--- src/rtl/input_conditioner_pkg.sv ---
// Shared constants for the entry/exit front-end: clock rate, default debounce
// window and the idle (released) level of each raw input.
package input_conditioner_pkg;

  localparam int CLK_FREQ_HZ  = 50_000_000;
  localparam int DEBOUNCE_1MS = CLK_FREQ_HZ / 1000;

  localparam logic [1:0] SW_IDLE  = 2'b00;
  localparam logic       KEY_IDLE = 1'b1;

endpackage

--- src/rtl/input_conditioner_if.sv ---
// Raw switch/sensor pins in, clean levels and edge pulses out.
// The slave side is the conditioner; the master side is whoever drives the pins.
interface input_conditioner_if;

  logic [1:0] sw;
  logic       key;
  logic [1:0] sw_clean;
  logic       key_clean;
  logic [1:0] sw_rise;
  logic [1:0] sw_fall;
  logic       key_press;
  logic       key_release;
  logic       sw_change;

  modport master (
    output sw, key,
    input  sw_clean, key_clean, sw_rise, sw_fall,
    input  key_press, key_release, sw_change
  );

  modport slave (
    input  sw, key,
    output sw_clean, key_clean, sw_rise, sw_fall,
    output key_press, key_release, sw_change
  );

endinterface

--- src/rtl/input_conditioner_debounce_channel.sv ---
// One synchronise-and-debounce lane: 2-flop synchroniser, stability counter,
// clean level register and registered rise/fall pulses.
module debounce_channel #(
  parameter int   DEBOUNCE_CYCLES = 50000,
  parameter int   CNT_W           = 16,
  parameter logic IDLE_VAL        = 1'b0
) (
  input  logic clk,
  input  logic rst_n,
  input  logic raw,
  output logic clean,
  output logic rise,
  output logic fall
);

  localparam logic [CNT_W-1:0] CNT_LAST = CNT_W'(DEBOUNCE_CYCLES - 1);

  logic             sync1;
  logic             sync2;
  logic [CNT_W-1:0] cnt;

  always_ff @(posedge clk or negedge rst_n) begin
    if (!rst_n) begin
      sync1 <= IDLE_VAL;
      sync2 <= IDLE_VAL;
    end else begin
      sync1 <= raw;
      sync2 <= sync1;
    end
  end

  // The counter only runs while the synchronised level disagrees with clean;
  // any agreement restarts the window, so short glitches never commit.
  always_ff @(posedge clk or negedge rst_n) begin
    if (!rst_n) begin
      cnt   <= '0;
      clean <= IDLE_VAL;
      rise  <= 1'b0;
      fall  <= 1'b0;
    end else begin
      rise <= 1'b0;
      fall <= 1'b0;
      if (sync2 == clean) begin
        cnt <= '0;
      end else if (cnt == CNT_LAST) begin
        cnt   <= '0;
        clean <= sync2;
        rise  <= sync2;
        fall  <= ~sync2;
      end else begin
        cnt <= cnt + 1'b1;
      end
    end
  end

endmodule

--- src/rtl/input_conditioner.sv ---
// Front-end for the entry/exit FSM: three independent debounce lanes (SW[1],
// SW[0], KEY) plus the KEY pulse naming and the combined switch-change pulse.
module input_conditioner
  import input_conditioner_pkg::*;
#(
  parameter int DEBOUNCE_CYCLES = DEBOUNCE_1MS,
  parameter int CNT_W           = 16
) (
  input logic                clk,
  input logic                rst_n,
  input_conditioner_if.slave bus
);

  logic [1:0] sw_clean;
  logic [1:0] sw_rise;
  logic [1:0] sw_fall;
  logic       key_clean;
  logic       key_rise;
  logic       key_fall;

  for (genvar i = 0; i < 2; i++) begin : g_sw
    debounce_channel #(
      .DEBOUNCE_CYCLES (DEBOUNCE_CYCLES),
      .CNT_W           (CNT_W),
      .IDLE_VAL        (SW_IDLE[i])
    ) u_sw (
      .clk   (clk),
      .rst_n (rst_n),
      .raw   (bus.sw[i]),
      .clean (sw_clean[i]),
      .rise  (sw_rise[i]),
      .fall  (sw_fall[i])
    );
  end

  debounce_channel #(
    .DEBOUNCE_CYCLES (DEBOUNCE_CYCLES),
    .CNT_W           (CNT_W),
    .IDLE_VAL        (KEY_IDLE)
  ) u_key (
    .clk   (clk),
    .rst_n (rst_n),
    .raw   (bus.key),
    .clean (key_clean),
    .rise  (key_rise),
    .fall  (key_fall)
  );

  // KEY is active-low, so a press is the falling edge of the clean level.
  assign bus.sw_clean    = sw_clean;
  assign bus.sw_rise     = sw_rise;
  assign bus.sw_fall     = sw_fall;
  assign bus.key_clean   = key_clean;
  assign bus.key_press   = key_fall;
  assign bus.key_release = key_rise;
  assign bus.sw_change   = |(sw_rise | sw_fall);

endmodule

--- src/flat_wrapper.sv ---
// flat-port wrapper written by rule: the top's interface ports become plain ports
module input_conditioner_flat import input_conditioner_pkg::*;
#(
  parameter int DEBOUNCE_CYCLES = DEBOUNCE_1MS,
  parameter int CNT_W           = 16
)
  (clk, rst_n, bus_sw, bus_key, bus_sw_clean, bus_key_clean, bus_sw_rise, bus_sw_fall, bus_key_press, bus_key_release, bus_sw_change);
  input_conditioner_if bus_i ();
  input logic clk;
  input logic rst_n;
  input wire logic [$bits(bus_i.sw)-1:0] bus_sw;
  input wire logic [$bits(bus_i.key)-1:0] bus_key;
  output wire logic [$bits(bus_i.sw_clean)-1:0] bus_sw_clean;
  output wire logic [$bits(bus_i.key_clean)-1:0] bus_key_clean;
  output wire logic [$bits(bus_i.sw_rise)-1:0] bus_sw_rise;
  output wire logic [$bits(bus_i.sw_fall)-1:0] bus_sw_fall;
  output wire logic [$bits(bus_i.key_press)-1:0] bus_key_press;
  output wire logic [$bits(bus_i.key_release)-1:0] bus_key_release;
  output wire logic [$bits(bus_i.sw_change)-1:0] bus_sw_change;
  assign bus_i.sw = bus_sw;
  assign bus_i.key = bus_key;
  assign bus_sw_clean = bus_i.sw_clean;
  assign bus_key_clean = bus_i.key_clean;
  assign bus_sw_rise = bus_i.sw_rise;
  assign bus_sw_fall = bus_i.sw_fall;
  assign bus_key_press = bus_i.key_press;
  assign bus_key_release = bus_i.key_release;
  assign bus_sw_change = bus_i.sw_change;
  input_conditioner #(.DEBOUNCE_CYCLES(DEBOUNCE_CYCLES), .CNT_W(CNT_W)) u_core (.clk(clk), .rst_n(rst_n), .bus(bus_i));
endmodule
--- config.mk ---
export PLATFORM = sky130hd
export DESIGN_NAME = input_conditioner_flat
export DESIGN_NICKNAME = d
export VERILOG_FILES = /design/src/rtl/input_conditioner_pkg.sv /design/src/rtl/input_conditioner_if.sv /design/src/rtl/input_conditioner_debounce_channel.sv /design/src/rtl/input_conditioner.sv /design/src/flat_wrapper.sv
export SDC_FILE = /design/constraint.sdc
export NUM_CORES = 1
export LEC_CHECK = 0
export CAP_MARGIN = 15
export CORE_MARGIN = 2
export CORE_UTILIZATION = 30
export CTS_BUF_LIST = sky130_fd_sc_hd__clkbuf_4
export CTS_CLUSTER_SIZE = 8
export DETAILED_ROUTE_END_ITERATION = 8
export HOLD_SLACK_MARGIN = 0.1
export PLACE_DENSITY_LB_ADDON = 0.15
export SLEW_MARGIN = 20
export SYNTH_ARGS = -nofsm -noshare
export SYNTH_HDL_FRONTEND = slang
export SYNTH_SLANG_ARGS = --single-unit
--- constraint.sdc ---
create_clock -name clk -period 3.5 [get_ports clk]
set_clock_uncertainty 0.2 [all_clocks]
set_input_delay 0.525 -clock clk [delete_from_list [all_inputs] [get_ports clk]]
set_output_delay 0.525 -clock clk [all_outputs]
set_load 0.02 [all_outputs]
==> results by stage <==
CTS:
- The post-CTS setup repair buffer count is 0.
- The H-tree was split into 3 levels.
- TritonCTS built the clock tree.
- For the worst-skew pair, the clock arrives at the later sink with an insertion delay of approximately 0.4 ns.
- Buffers inserted during clock tree synthesis total 9.
- CTS placed an instance of clkbuf_4 at the clock tree root.
- The largest buffer count on any clock path is 2.
- Clock-pin slew was measured on the worst setup and hold paths at approximately 0.10 ns.
- Counting every sink on the clock net gives 63.

Worst hold path:
- The type of the most critical hold path is reg -> reg.
- The startpoint identified for the worst hold timing path is u_core.g_sw[0].u_sw.sync1$_DFF_PN0_.

Placement:
- Once placement completed, the tool counted placed cells totaling slightly above 400.
- OpenSTA, run right after detailed placement, puts the worst setup slack at between 1 and 1.5 ns.
- Summed over all nets, the half-perimeter wirelength after detailed placement is ~3600 um.
- In this run the tool buffered the top-level ports with 14 buffer cells.
- The final weighted congestion in routability-driven placement is roughly 0.81.

Finish:
- The growth of design area from synthesis to finish is 13.8%.
- The final-layout fill cell count is 941.
- Measured on the finished design, the core utilization comes to 0.354.
- The footprint of the multi-input gates is between 0.001 and 0.0015 sq mm.
- In the layout the commonest cells are 60 x dfrtp_1, 55 x nor2_1, 37 x xnor2_1.
- The final non-filler cell total is 426.
- The count of antenna diodes in the layout is 0.
- The proportion of layout cells with a drive suffix above 1 is 0.0976.
- The net count reported at finish is 300.
- The storage element area is ~0.0016 sq mm.
- The most common cell after layout, fill and taps aside is dfrtp_1.

Timing:
- Setup slack closes at around 0.94 ns.
- Of the available clock period, the critical path in the final layout requires 0.732.
- Setup repair after global routing left no endpoint under its margin.
- The total negative slack is 0 ns.
- Measured against its own limit, the worst slew margin works out to 0.438.
- The final-report max-slew violation count is 0.
- The fmax is 0.391 GHz.
- The number of endpoints failing setup at the final stage is 0.
- The final hold slack is between 0.1 and 0.15 ns.
- The total count of hold-check failures in the final report was 0.
- At the pin with the least slew margin, the transition time is approximately 0.84 ns.
- The final period demand of the worst path is roughly 2.6 ns.

Routing:
- The detailed-route via count is 1943.
- The first-pass iteration count of the detailed router is 4.
- The detailed router finished its first iteration with 87 violations.
- The number of antenna-violating nets in the routed design is 0.
- The routed wire length is between 5000 and 6000 um.
- The average wire length per cell after detail routing is between 10 and 15 um.
- Dividing the detail-routed via count by the number of cells gives roughly 4.6.
- In the routed design, unresolved DRC markers number 0.

Synth:
- For this run, the register share of the synthesized area comes to 0.545.
- The combinational family with the most area after synthesis is simple AND/OR/NAND/NOR gates.
- The per-instance average area after synthesis is approximately 11 sq um.
- In the synthesized netlist, the number of instances is roughly 270.
- The mapped cell area is slightly below 0.003 sq mm.
- The post-synthesis xor/xnor area fraction is 0.133.
- The leading register cell type out of synthesis is dfrtp_1.
- The number of flops mapped to enable cells by yosys is 0.
- The synthesis-stage register bit count is 63.
- Of the post-synthesis cell area, the part taken by muxes is 0.0142.
- The adder and majority gate portion of the synthesized area is 0.0129.
- The async set or reset register ratio after synthesis is 1.00.
- The total nets after synthesis is 280.
- Synthesis instantiated 32 different standard cells from the library.
- Of the total synthesized cell area, the portion taken by AND, OR, NAND and NOR gates is 0.245.
- Yosys printed 0 warnings.
- The synthesized-area fraction occupied by ao, oa, aoi and oai cells is 0.0194.

Status:
- The run finished with clean final reports.

Global routing:
- The initial antenna violation count is 0.
- After global routing the overflow that remains totals 0.
- The largest net degree at the start of global routing is 37.
- The via count of the first global-routing pass was a little under 2000.
- In the global route stage, overall resource usage came out at 0.113.
- The first global-routing pass estimated approximately 9100 um of wire.

Critical path:
- Counting both buffers and inverters, the worst setup path holds a total of 1.
- The startpoint identified for the worst register-to-register timing path is u_core.g_sw[1].u_sw.cnt[12]$_DFF_PN0_.
- The slowest cell on the critical path is clkdlybuf4s50_1.
- The category of the critical setup timing path is reg -> out.
- The sort of element at the end of the critical path is an output port.
- On the critical path the largest part of the delay comes from buffers and inverters.
- In this design, the stage delay of the slowest critical-path cell is 0.55 ns.
- The internal reg-to-reg setup slack is 1.32 ns.
- At the worst endpoint, the arrival time is between 1.5 and 2 ns.
- The signal on the critical path passes through or4_1 > clkdlybuf4s50_1.
- The critical-path maximum fanout is 2.
- The data required time at the worst endpoint is around 2.8 ns.
- The most critical setup path has its startpoint at u_core.g_sw[0].u_sw.fall$_DFF_PN0_.
- The category of the worst setup path launch point is a flop.

Power:
- The analysis attributes to net switching a power of slightly below 0.3 mW.
- Of the total power, the clock network draws 0.376.
- The internal power of the cells totals approximately 0.98 mW.
- The ratio of total power to cell area is 387 mW/mm^2.
- The sequential fraction of design power is 0.588.
- The worst-case vdd ir drop is 0.144 mV.
- The switching portion of total power is 0.230.
- Of the total power, combinational logic draws 0.036.
- The static leakage is between 1 and 1.5 nW.

Floorplan:
- In this run the vertical extent of the chip is about 100 um.
- The number of placed I/O pins is 15.
- The horizontal extent of the die is around 100 um.
- The die area is 0.0105 sq mm.
- The effective utilization at floorplan is 0.311.
- The area of the core region is slightly above 0.009 sq mm.
- After floorplanning, the core was divided into 35 placement rows.

Run:
- Max-cap violations in this run came to 0.
==> power groups by stage <==
| stage | sequential [mW] | combinational (mW) | clock, mW |
|---|---|---|---|
| floorplan | 0.763 | 0.0215 | 0 |
| global placement | 0.765 | 0.0484 | 0 |
| global route | 0.754 | 0.0542 | 0.537 |
| CTS | 0.751 | 0.0490 | 0.503 |
| finish | 0.751 | 0.0464 | 0.480 |
| detailed placement | 0.765 | 0.0484 | 0 |
==> layer usage <==
metal,wire (um),vias to the layer above,GRT usage
li1,-,977,-
met1,2620,932,0.151
met2,2280,22,0.169
met3,150,12,0.0287
met4,116,0,0.0636
met5,0,-,0
==> through the flow <==
step	power, mW	area (sq um)
finish	1.28	3300
global route	1.34	3300
CTS	1.30	3300
detailed placement	0.814	3160
global placement	0.814	3160
floorplan	0.785	2900
==> worst register-to-register path: stages (launching register included) <==
cell and delay, ns:
dfrtp_1 0.45, nor4b_2 0.26, nand3b_1 0.17, o41ai_4 0.83, nor2_1 0.13
==> cells in the mapped netlist, types with 3 or more instances <==
cell type   n  area (sq um)
and3_1      4          25.0
buf_4       6          45.0
dfrtp_1    60          1500
dfstp_2     3          78.8
ha_1        3          37.5
inv_1       8          30.0
nand2_1    12          45.0
nand3_1    17          85.1
nand4_1     9          56.3
nor2_1     55           206
nor3_1     10          50.1
nor3b_1     6          45.0
nor4_1     12          75.1
xnor2_1    37           324
xor2_1      7          61.3
==> worst paths after layout <==
| check | to | depth (start not counted) |
|---|---|---|
| worst max-delay path | bus_sw_change | 2 |
| worst min-delay path | u_core.g_sw[0].u_sw.sync2$_DFF_PN0_ | 0 |
| worst max register to register | u_core.g_sw[1].u_sw.cnt[9]$_DFF_PN0_ | 4 |
| worst min register to register | u_core.g_sw[0].u_sw.sync2$_DFF_PN0_ | 0 |
| max in group asynchronous | u_core.u_key.sync1$_DFF_PN1_ | 3 |
| min in group asynchronous | u_core.g_sw[1].u_sw.cnt[9]$_DFF_PN0_ | 2 |
==> cell families (layout without fill, tap and decap cells) <==
kind of cell | Yosys count | after routing
XOR/XNOR | 44 | 44
flip-flops | 63 | 63
AO/OA/AOI/OAI | 4 | 4
AND/OR/NAND/NOR | 138 | 138
adder cells (fa/ha/maj) | 3 | 3
buffers and inverters | 17 | 42
multiplexers | 3 | 3
==> sequential cells by signal (all words and copies together) (netlist names) <==
name                    count
u_core.u_key.cnt           16
u_core.g_sw.u_sw.sync1      2
u_core.u_key.sync1          1
u_core.g_sw.u_sw.sync2      2
u_core.u_key.fall           1
u_core.g_sw.u_sw.fall       2
u_core.g_sw.u_sw.rise       2
u_core.u_key.sync2          1
u_core.u_key.clean          1
u_core.g_sw.u_sw.cnt       32
u_core.u_key.rise           1
u_core.g_sw.u_sw.clean      2
==> what timing repair did <==
item                                   4_1_cts  5_1_grt
endpoints found under the hold margin       34        0
hold buffers                                 1        0
gates resized for setup                      0        0
==> layout make-up <==
cell class | instances | area share
clock buffer | 11 | 0.0250
sequential | 63 | 0.479
multi-input combinational | 192 | 0.373
timing repair buffer | 18 | 0.0508
inverter | 8 | 0.00909
clock inverter | 5 | 0.0148
tap | 129 | 0.0489
Note: power is estimated with default switching activity, not from simulation.
